===== src/rtl/bgpu_board_pkg.sv =====
// Shared types and constants for the BGPU board reset sequencer.
// The FSM encoding is exposed both as an enum and as plain 3-bit constants.
package bgpu_board_pkg;

    typedef enum logic [2:0] {
        RESET = 3'd0,
        CALIB = 3'd1,
        HOLD  = 3'd2,
        RUN   = 3'd3,
        ERROR = 3'd4
    } rst_state_e;

    localparam logic [2:0] ST_RESET = RESET;
    localparam logic [2:0] ST_CALIB = CALIB;
    localparam logic [2:0] ST_HOLD  = HOLD;
    localparam logic [2:0] ST_RUN   = RUN;
    localparam logic [2:0] ST_ERROR = ERROR;

    localparam int LED_READY   = 0;
    localparam int LED_RUN     = 1;
    localparam int LED_BTN     = 2;
    localparam int LED_TIMEOUT = 3;

    function automatic int max3(input int a, input int b, input int c);
        int m;
        m = (a > b) ? a : b;
        return (m > c) ? m : c;
    endfunction

endpackage


===== src/rtl/bgpu_debounce.sv =====
// Two-flop synchroniser followed by a level debouncer. The output level only
// changes after the synchronised input has differed from it for Cycles clocks.
module bgpu_debounce #(
    parameter int   Cycles   = 1000000,
    parameter logic ResetVal = 1'b1
) (
    input  logic clk_i,
    input  logic rst_i,
    input  logic d_i,
    output logic q_o
);

    localparam int CntW = $clog2((Cycles > 1) ? Cycles : 2);
    localparam logic [CntW-1:0] CntLast = CntW'(Cycles - 1);

    logic [1:0]      sync_q;
    logic            stable_q, stable_d;
    logic [CntW-1:0] cnt_q, cnt_d;

    // NOTE: every output gets a default first, so no path leaves it unassigned and no latch is inferred.
    always_comb begin
        stable_d = stable_q;
        cnt_d    = cnt_q;
        if (sync_q[1] == stable_q) begin
            cnt_d = '0;
        end else if (cnt_q == CntLast) begin
            stable_d = ~stable_q;
            cnt_d    = '0;
        end else begin
            cnt_d = cnt_q + 1'b1;
        end
    end

    // NOTE: sequential state uses non-blocking assignments so every flop samples pre-edge values.
    always_ff @(posedge clk_i or posedge rst_i) begin
        if (rst_i) begin
            sync_q   <= {2{ResetVal}};
            stable_q <= ResetVal;
            cnt_q    <= '0;
        end else begin
            sync_q   <= {sync_q[0], d_i};
            stable_q <= stable_d;
            cnt_q    <= cnt_d;
        end
    end

    assign q_o = stable_q;

endmodule


===== src/rtl/bgpu_board_rst_seq.sv =====
// Board bring-up sequencer: holds the SoC in reset until every memory channel
// is calibrated, adds a post-calibration hold, flags calibration timeouts.
module bgpu_board_rst_seq
    import bgpu_board_pkg::*;
#(
    parameter int   NumMctrl           = 1,
    parameter int   DebounceCycles     = 1000000,
    parameter int   RstHoldCycles      = 256,
    parameter int   CalibTimeoutCycles = 2**28,
    parameter int   NumLeds            = 8,
    parameter logic LedActiveLow       = 1'b1
) (
    input  logic                clk_i,
    input  logic                rst_i,
    input  logic                btn_rst_ni,
    input  logic [NumMctrl-1:0] mctrl_rst_i,
    input  logic [NumMctrl-1:0] mctrl_calib_done_i,
    output logic                soc_rst_no,
    output logic [2:0]          state_o,
    output logic                calib_timeout_o,
    output logic [NumLeds-1:0]  led_o
);

    localparam int CntW = $clog2(max3(RstHoldCycles, CalibTimeoutCycles, 2) + 1);
    localparam logic [CntW-1:0] HoldLast    = CntW'(RstHoldCycles - 1);
    localparam logic [CntW-1:0] TimeoutLast =
        CntW'((CalibTimeoutCycles > 0) ? CalibTimeoutCycles - 1 : 0);

    logic               btn_stable;
    logic               btn_pressed;
    logic               ready;
    logic [2:0]         state_q, state_d;
    logic [CntW-1:0]    cnt_q, cnt_d, cnt_inc;
    logic               timeout_q, timeout_d;
    logic               soc_rst_q;
    logic [NumLeds-1:0] led_q, led_lit;

    bgpu_debounce #(
        .Cycles   (DebounceCycles),
        .ResetVal (1'b1)
    ) u_btn_debounce (
        .clk_i (clk_i),
        .rst_i (rst_i),
        .d_i   (btn_rst_ni),
        .q_o   (btn_stable)
    );

    assign btn_pressed = ~btn_stable;
    assign ready       = &(mctrl_calib_done_i & ~mctrl_rst_i);
    assign cnt_inc     = (cnt_q == '1) ? cnt_q : cnt_q + 1'b1;

    always_comb begin
        state_d   = state_q;
        cnt_d     = cnt_q;
        timeout_d = timeout_q;
        case (state_q)
            ST_RESET: begin
                if (!btn_pressed) begin
                    state_d = ST_CALIB;
                    cnt_d   = '0;
                end
            end
            ST_CALIB: begin
                if (ready) begin
                    state_d = ST_HOLD;
                    cnt_d   = '0;
                end else begin
                    cnt_d = cnt_inc;
                    if (CalibTimeoutCycles != 0 && cnt_q == TimeoutLast) begin
                        state_d   = ST_ERROR;
                        timeout_d = 1'b1;
                    end
                end
            end
            ST_HOLD: begin
                if (!ready) begin
                    state_d = ST_CALIB;
                    cnt_d   = '0;
                end else if (cnt_q == HoldLast) begin
                    state_d = ST_RUN;
                end else begin
                    cnt_d = cnt_inc;
                end
            end
            ST_RUN: begin
                if (!ready) begin
                    state_d = ST_CALIB;
                    cnt_d   = '0;
                end
            end
            ST_ERROR: state_d = ST_ERROR;
            default:  state_d = ST_RESET;
        endcase
        // A debounced press wins over every other transition, including a timeout.
        if (btn_pressed) begin
            state_d   = ST_RESET;
            cnt_d     = '0;
            timeout_d = timeout_q;
        end
    end

    always_comb begin
        led_lit              = '0;
        led_lit[LED_READY]   = ready;
        led_lit[LED_RUN]     = (state_d == ST_RUN);
        led_lit[LED_BTN]     = btn_pressed;
        led_lit[LED_TIMEOUT] = timeout_d;
    end

    always_ff @(posedge clk_i or posedge rst_i) begin
        if (rst_i) begin
            state_q   <= ST_RESET;
            cnt_q     <= '0;
            timeout_q <= 1'b0;
            soc_rst_q <= 1'b0;
            led_q     <= {NumLeds{LedActiveLow}};
        end else begin
            state_q   <= state_d;
            cnt_q     <= cnt_d;
            timeout_q <= timeout_d;
            soc_rst_q <= (state_d == ST_RUN);
            led_q     <= led_lit ^ {NumLeds{LedActiveLow}};
        end
    end

    assign soc_rst_no      = soc_rst_q;
    assign state_o         = state_q;
    assign calib_timeout_o = timeout_q;
    assign led_o           = led_q;

endmodule


===== config.mk =====
export PLATFORM = sky130hd
export DESIGN_NAME = bgpu_board_rst_seq
export DESIGN_NICKNAME = d
export VERILOG_FILES = /design/src/rtl/bgpu_board_pkg.sv /design/src/rtl/bgpu_debounce.sv /design/src/rtl/bgpu_board_rst_seq.sv
export SDC_FILE = /design/constraint.sdc
export NUM_CORES = 1
export LEC_CHECK = 0
export BUFFER_PORTS_ARGS = -buffer_cell sky130_fd_sc_hd__clkbuf_2
export CAP_MARGIN = 20
export CELL_PAD_IN_SITES_DETAIL_PLACEMENT = 1
export CELL_PAD_IN_SITES_GLOBAL_PLACEMENT = 1
export CORE_MARGIN = 2
export CORE_UTILIZATION = 50
export DETAILED_ROUTE_END_ITERATION = 16
export GPL_TIMING_DRIVEN = 1
export PLACE_DENSITY_LB_ADDON = 0.1
export SETUP_SLACK_MARGIN = 0.05
export SLEW_MARGIN = 10
export SYNTH_ARGS = -nofsm -noshare
export SYNTH_HDL_FRONTEND = slang
export SYNTH_SLANG_ARGS = --single-unit

===== constraint.sdc =====
create_clock -name clk_i -period 4.5 [get_ports clk_i]
set_input_delay 0.225 -clock clk_i [delete_from_list [all_inputs] [get_ports clk_i]]
set_output_delay 0.225 -clock clk_i [all_outputs]
set_load 0.1 [all_outputs]

After elaboration in Yosys (flattened, before gate mapping) --
Cells that the tools add are included.
Word-level totals: flip-flop bits (word level) 65, output and inout port bits 13, word-level logic and storage cells 51
Cells by class: $add $sub $neg 2, equality and inequality tests 13, multiplexer cells 20, bitwise gates (word level) 5, reductions and logical operators 3
Operator list (count):
- $mux 29 | 6
- $pmux 29 s4 | 1
- $mux 20 | 2
- $add 29x1->29 const B | 1
- $eq 29x28->1 const B | 1
- $eq 29x29->1 const B | 1
- $eq 29x8->1 const B | 1
- $add 20x1->20 const B | 1
- $eq 20x20->1 const B | 1
- $mux 3 | 6
- $pmux 3 s5 | 1
- $eq 3x2->1 const B | 3
- $not 4->8 | 1
- $ne 5x5->1 const B | 1
- $mux 1 | 4
- $ne 4x4->1 const B | 1
- $eq 3x1->1 const B | 1
- $eq 3x3->1 const B | 1
- $logic_not 3->1 | 1
- $ne 3x3->1 const B | 1
- $not 1->1 | 3
- $reduce_and 3->1 | 1
- $reduce_and 2->1 | 1
- $and 1x1->1 | 1
- $eq 1x1->1 | 1

Logic depth before layout (Yosys ltp) --
Gate-level depths: netlist of run 1.
word-level depth 7, depth in mapped cells 9

Hierarchy --
A second synthesis of run 1 with hierarchy kept.
Unflattened totals: cell total of the unflattened synthesis 351, area total of the unflattened synthesis 3301.9 um2
Modules (own cells, without submodules):
- bgpu_board_rst_seq | instances 1, cells each 242, area each 2179.6 um2, sequential area each 955.9 um2
- bgpu_debounce | instances 1, cells each 109, area each 1122.3 um2, sequential area each 579.3 um2

Least setup slack after synthesis of run 1 --
No wires, ideal clock.
path type reg2reg, start point reg state_q[0], in the netlist state_o[0], end point reg cnt_q[3], setup time 0.066 ns, arrival time 2.204 ns, slack 2.230 ns, stages on the path, launching flop included 7, path buffers 1, clock period less this slack 2.270 ns, cells stage by stage dfrtp_1 nand2b_1 nor2_1 o31ai_1 clkbuf_1 or4_1 nand2_1
Between the ends: longest elaborated chain between the ends 3, elaborated cells on any way between the ends 10, classes of those cells eq/ne (6); mux (2); reduce/logical (2)
RTL lines:
- from (decl) | line bgpu_board_rst_seq.sv:32 | logic [2:0] state_q, state_d;
- from (signal assigned) | line bgpu_board_rst_seq.sv:118 | state_q <= state_d;
- $eq 3x2->1, or another cell as far along | line bgpu_board_rst_seq.sv:56 | case (state_q)
- $ne 5x5->1 (no source line), or another cell as far along
- $reduce_and 3->1 (no source line) / $mux 29 (equally long branches)
- to (signal assigned) | line bgpu_board_rst_seq.sv:119 | cnt_q <= cnt_d;
- to (decl) | line bgpu_board_rst_seq.sv:33 | logic [CntW-1:0] cnt_q, cnt_d, cnt_inc;
Parallel ways exist; a longest one is shown, timed or not. A chain may end at the register's enable or synchronous reset.

Worst setup path in the final report of run 1 --
start point reg cnt_q[14], end point reg cnt_q[6]
Between the ends: longest elaborated chain between the ends 6, elaborated cells on any way between the ends 10, classes of those cells eq/ne (3); mux (6); reduce/logical (1)
RTL lines:
- $eq 29x29->1 | line bgpu_board_rst_seq.sv:50 | assign cnt_inc = (cnt_q == '1) ? cnt_q : cnt_q + 1'b1;
- $mux 29 | line bgpu_board_rst_seq.sv:50
- $mux 29 | line bgpu_board_rst_seq.sv:79 | end else if (cnt_q == HoldLast) begin
- $mux 29 | line bgpu_board_rst_seq.sv:76 | if (!ready) begin
- $pmux 29 s4 | line bgpu_board_rst_seq.sv:56
- $mux 29 | line bgpu_board_rst_seq.sv:95 | if (btn_pressed) begin
Parallel ways exist; a longest one is shown, timed or not. The select of a mux whose other input is x is not followed.

==> reports/qor.csv, run 1 <==
stage,metric,value,unit
run_status,outcome,completed,
critical_path,r2r_start,cnt_q[14],
power,p_leak,1.51,nW
synth,ys_warn_count,0,
finish,final_area,0.00369,sq mm
synth,postSynthAreaPerCell,9.30,sq um
clocking,clk_pin_slew,0.07,ns
finish,nets,378,
sta,skew,0.00839,ns
global_routing,antenna_found_initial,0,
synth,synthFlopType,dfrtp_1,
synth,yosys.area.top_type,dfrtp_1,
critical_path,crit_arrival,2.90,ns
clocking,clock_path_buffers,2,
route,finalWirelength,8330,um
synth,postSynthCellCount,360,
sta,finalCritPeriodShare,0.587,
synth,synth_edf_count,0,
floorplan,rows,29,
clocking,cts-resized-gates,0,
clocking,cts_setup_buffers,0,
clocking,worstSkewPairLatency,0.34,ns
route,drt-pass1-iter-count,6,
floorplan,coreArea,0.00642,sq mm
sta,setup-tns-final,0,ns
sta,slew_viol_final,0,
global_routing,grt_max_degree,62,
clocking,cts_buffers,9,
critical_path,end_kind,flip-flop,
synth,syn_area,0.00335,sq mm
placement,gp_congestion,0.843,
power,finalPower,1.18,mW
placement,dpl_worst_slack,1.86,ns
route,detail_route.wl_per_cell,18.4,um
hold_path,hold_class,primary input to asynchronous set/reset pin,
placement,dpl-instance-area,0.00343,sq mm
global_routing,gr-total-overflow,0,
power,peakVddDrop,0.171,mV
synth,netlist_top_cells_area,"dfrtp_1 40%, dfstp_2 5.5%, nor2_1 4.9%, nand2_1 4.0%, nand3_1 3.4%",
synth,synth_top_area_frac,0.404,
critical_path,required,4.76,ns
global_routing,grt_pass1_wl,14800,um
critical_path,crit_fanout,27,
sta,max_slew.worst_pin.slew,1.06,ns
route,initialDrtViolationCount,127,
sta,setup_violations,0,
clocking,cts_tree,built,
synth,ys_types,57,
sta,fin_ws,1.86,ns
finish,drive_gt1_frac,0.154,
finish,fin_util,0.574,
placement,hpwl,5820,um
placement,portBuffers,13,
floorplan,die_w,85.8,um
route,viasPerCell,6.13,
clocking,clock_sinks,61,
route,vias,2775,
floorplan,dieArea,0.00737,sq mm
clocking,clockRootBuffer,clkbuf_8,
critical_path,r2r_end,cnt_q[6],
sta,hold_viol_final,0,
power,power_density,320,mW/mm^2
global_routing,grt.total_usage,0.255,
sta,maxSlewHeadroom,0.293,
job,drv_cap,0,
route,antenna_left,0,
floorplan,fp.dieH,85.8,um
clocking,hold_buffers,1,
finish,diodes,0,
synth,synthArstFlopShare,1.00,
critical_path,r2r_setup_slack,1.86,ns
route,drcViolationCount,0,
synth,ys_seq_area_frac,0.459,
floorplan,initial_core_util,0.521,
critical_path,cp-start-kind,flip-flop,
finish,syn_to_final_growth,10.1,%
floorplan,num_io_pins,18,
critical_path,crit_type,flip-flop to flip-flop,
global_routing,grt_pass1_vias,2913,
sta,finalCriticalPeriod,2.64,ns
critical_path,ff2ff_path_depth,5,
sta,rsz0062_at_grt,false,
sta,max_freq,0.379,GHz
clocking,h-tree-depth,3,
finish,n_fill_cell,741,
synth,ys_ff_latch,61,
## area by class of cell
class	count	area, sq um	area share
Tap cell	77	96.3	0.0261
Multi-Input combinational cell	276	1690	0.460
Inverter	7	26.3	0.00713
Clock inverter	3	65.1	0.0177
Clock buffer	13	179	0.0485
Sequential cell	61	1540	0.416
Timing Repair Buffer	16	90.1	0.0244
## cell usage after synthesis, drive strengths merged (2+ instances only)
master,instances
a21o,3
a21oi,16
a31oi,15
and2,5
and3,7
and4,3
buf,10
clkbuf,9
dfrtp,54
dfstp,7
ha,2
inv,7
nand2,36
nand2b,3
nand3,23
nand4,12
nor2,44
nor2b,3
nor3,11
nor4,10
o211ai,8
o21ai,14
o311ai,2
o31ai,5
o41ai,2
or2,4
or3,4
or4,9
xnor2,10
xor2,12
## cell usage in the layout (no fill, tap or decap), drive strengths merged, types with 11 or more instances in the layout
cell / n
nand3: 23
xor2: 12
o21ai: 14
a21oi: 16
dfrtp: 54
a31oi: 15
nor2: 44
nand2: 36
nand4: 12
clkbuf: 26
nor3: 11
## flip-flops by register name (all words and copies together), names as in the netlist
register	cells
cnt_q	29
u_btn_debounce.cnt_q	20
led_o	4
state_o	3
u_btn_debounce.sync_q	2
calib_timeout_o	1
soc_rst_no	1
u_btn_debounce.q_o	1
## metrics by stage
step	hold slack [ns]	cells
2_1_floorplan	0.229	363
3_3_place_gp	0.317	436
3_5_place_dp	0.320	436
4_1_cts	0.112	453
5_1_grt	0.141	453
6_report	0.0918	453
## layer usage
layer  wire length, um  vias up  track usage
met1              3830     1406        0.333
met2              4170       33        0.420
li1                  -     1324            -
met4                95        0       0.0693
met3               240       12       0.0703
met5                 0        -            0
## kinds of logic (layout without fill, tap and decap cells)
kind of cell             Yosys count  count (layout)  synth area share
AND/OR/NAND/NOR                  177             177             0.287
AO/OA/AOI/OAI                     69              69             0.143
flip-flops                        61              61             0.459
buffers and inverters             26              39            0.0389
XOR/XNOR                          22              22            0.0575
adder cells (fa/ha/maj)            2               2           0.00747
multiplexers                       2               2           0.00635
other                              1               4           0.00112
## how the worst max path moves through the flow
stage	from	slack, ns	depth (start not counted)	end
floorplan	state_o[0]	2.23	6	cnt_q[3]
global placement	cnt_q[17]	1.95	6	cnt_q[24]
detailed placement	cnt_q[17]	1.86	6	cnt_q[6]
CTS	cnt_q[17]	1.84	6	cnt_q[6]
global route	cnt_q[14]	1.56	5	cnt_q[24]
finish	cnt_q[14]	1.86	5	cnt_q[6]
## worst max-delay path, stage by stage (launching register included)
cell     delay [ns]
dfrtp_1        0.46
nor4_1         0.50
nand4_1        0.28
a21oi_2        0.89
o21ai_0        0.24
a21oi_1        0.18
## power by group
part	leakage (nW)	total (mW)	switching (mW)	internal, mW
clock	0.126	0.584	0.212	0.372
combinational	0.562	0.0415	0.0357	0.00583
sequential	0.825	0.556	0.00303	0.553
total	1.51	1.18	0.251	0.930
(Power assumes the default switching activity.)
==> run 2: changes to the inputs <==
--- a/config.mk
+++ b/config.mk
@@ -10,7 +10,7 @@
 export CELL_PAD_IN_SITES_DETAIL_PLACEMENT = 1
 export CELL_PAD_IN_SITES_GLOBAL_PLACEMENT = 1
 export CORE_MARGIN = 2
-export CORE_UTILIZATION = 50
+export CORE_UTILIZATION = 43
 export DETAILED_ROUTE_END_ITERATION = 16
 export GPL_TIMING_DRIVEN = 1
 export PLACE_DENSITY_LB_ADDON = 0.1
==> constraint.sdc (replaced) <==
create_clock -name clk_i -period 2.3 [get_ports clk_i]
set_input_delay 0.115 -clock clk_i [delete_from_list [all_inputs] [get_ports clk_i]]
set_output_delay 0.115 -clock clk_i [all_outputs]
set_load 0.1 [all_outputs]
==> reports/qor.csv, run 2 (same netlist as run 1, synthesis figures left out) <==
stage,metric,value,unit
critical_path,crit_path_end,cnt_q[15],
finish,diodes,0,
finish,largest_register_ffs,29,
sta,maxSlewHeadroom,0.614,
finish,drive_gt1_frac,0.200,
job,drv_cap,0,
power,p_leak,1.59,nW
sta,slew_viol_final,0,
sta,fin_ws,0.170,ns
placement,hpwl,5890,um
critical_path,end_kind,flip-flop,
finish,multiInputGateArea,0.00171,sq mm
critical_path,required,2.51,ns
global_routing,grt_max_degree,27,
finish,fin_cells,497,
clocking,worstSkewPairLatency,0.35,ns
placement,portBuffers,13,
clocking,cts_tree,built,
route,routed.top_layer,met4,
critical_path,r2r_start,cnt_q[8],
clocking,clock_sinks,61,
hold_path,hold_class,primary input to flip-flop,
critical_path,r2r_end,cnt_q[15],
placement,dpl_worst_slack,0.133,ns
sta,finalCritPeriodShare,0.926,
power,peakVddDrop,0.330,mV
sta,rsz0062_at_grt,true,
placement,dpl.cell_count,475,
sta,setup-tns-final,0,ns
route,wl_met2,4000,um
route,viasPerCell,5.65,
sta,hold_viol_final,0,
critical_path,ff2ff_path_depth,7,
run_status,outcome,completed,
finish,nets,397,
power,finalPower,2.15,mW
global_routing,grt.total_usage,0.211,
critical_path,crit_fanout,6,
floorplan,coreArea,0.00765,sq mm
route,drcViolationCount,0,
clocking,clockRootBuffer,clkbuf_8,
floorplan,fp.dieH,92.2,um
route,initialDrtViolationCount,120,
floorplan,rows,32,
route,antenna_left,0,
sta,finalCriticalPeriod,2.13,ns
global_routing,grt_pass1_vias,2777,
finish,n_fill_cell,859,
route,wl_met3,211,um
critical_path,critical-path-top-delay-family,simple AND/OR/NAND/NOR gates,
critical_path,cp.depth,7,
sta,max_slew.worst_pin.slew,0.578,ns
finish,top_register,cnt_q,
global_routing,grt_pass1_wl,14200,um
floorplan,initial_core_util,0.438,
placement,gp_congestion,0.821,
sta,max_freq,0.469,GHz
critical_path,cp_slowest_cell,or4_4,
route,drt-pass1-iter-count,4,
route,vias,2809,
floorplan,die_w,92.2,um
clocking,h-tree-depth,3,
route,finalWirelength,8260,um
critical_path,crit_type,flip-flop to flip-flop,
critical_path,cp-start-kind,flip-flop,
critical_path,r2r_setup_slack,0.17,ns
finish,layout_common_cells,"52 x dfrtp_1, 44 x nor2_1, 36 x nand2_1",
critical_path,crit_arrival,2.34,ns
global_routing,gr-total-overflow,0,
floorplan,dieArea,0.00851,sq mm
global_routing,antenna_found_initial,0,
route,detail_route.wl_per_cell,16.6,um
finish,layout_commonest_cell,dfrtp_1,
critical_path,crit_buf_inv,1,
sta,skew,0.00936,ns
clocking,clk_pin_slew,0.08,ns
sta,setup_violations,0,
floorplan,num_io_pins,18,
critical_path,startpoint,cnt_q[8],
clocking,clock_path_buffers,2,
critical_path,crit_chain,nand3_1 -> or4_4 -> o41ai_4 -> buf_4 -> nor2_1 -> a21oi_1 -> a31oi_1,
finish,seq_area,0.00154,sq mm
clocking,cts_buffers,9,
finish,syn_to_final_growth,15.0,%
critical_path,slowest_delay,0.60,ns
route,drt-met1-wl,3950,um
power,power_density,557,mW/mm^2
==> run 2: changes by cell type in the layout (fill, tap and decap cells not counted), moves of 2 or more <==
cell | before | now
clkbuf_8 | 13 | 9
dfrtp_1 | 54 | 52
dfrtp_2 | 0 | 2
clkinvlp_4 | 0 | 3
buf_4 | 2 | 19
==> run 2: layout make-up <==
cell class,instances,area share
inverters,7,0.00682
multi-input cells,276,0.445
flip-flops and latches,61,0.399
repair buffers,35,0.0643
well taps,102,0.0331
clock inverters,7,0.0195
clock buffers,9,0.0322
==> run 2: how the worst min path moves through the flow <==
stage | from | to | slack, ns | cells after the start
CTS | mctrl_rst_i | led_o[0] | 0.05 | 3
detailed placement | rst_i | cnt_q[10] | 0.21 | 2
global placement | btn_rst_ni | u_btn_debounce.sync_q[0] | 0.20 | 1
finish | mctrl_rst_i | led_o[0] | 0.06 | 3
floorplan | btn_rst_ni | u_btn_debounce.sync_q[0] | 0.12 | 0
global route | mctrl_rst_i | led_o[0] | 0.08 | 3
==> run 2: through the flow <==
stage               utilization  area (sq um)  hold WS [ns]
floorplan                     -          3360         0.119
global placement          0.468          3580         0.204
detailed placement        0.468          3580         0.210
CTS                       0.497          3800        0.0519
global route              0.504          3850        0.0817
finish                    0.504          3850        0.0584
==> run 2: worst min-delay path: stages <==
cell and delay (ns):
clkbuf_2 0.08, nor2b_1 0.08, inv_1 0.10
==> run 2: power by group <==
part / total, mW / internal [mW] / switching (mW)
clock: 0.976 / 0.503 / 0.473
sequential: 1.09 / 1.08 / 0.00571
combinational: 0.0837 / 0.0136 / 0.0701
==> run 2: what timing repair did <==
action                     4_1_cts  5_1_grt
setup buffers                    0        4
setup endpoints to repair        0       20
resized for setup                0        5
hold endpoints to repair        24        0
hold buffers                     2        0
==> run 2: routing by layer <==
metal | vias up | track usage
li1 | 1354 | -
met5 | - | 0
met4 | 0 | 0.0585
met1 | 1411 | 0.285
met3 | 10 | 0.0435
met2 | 34 | 0.344
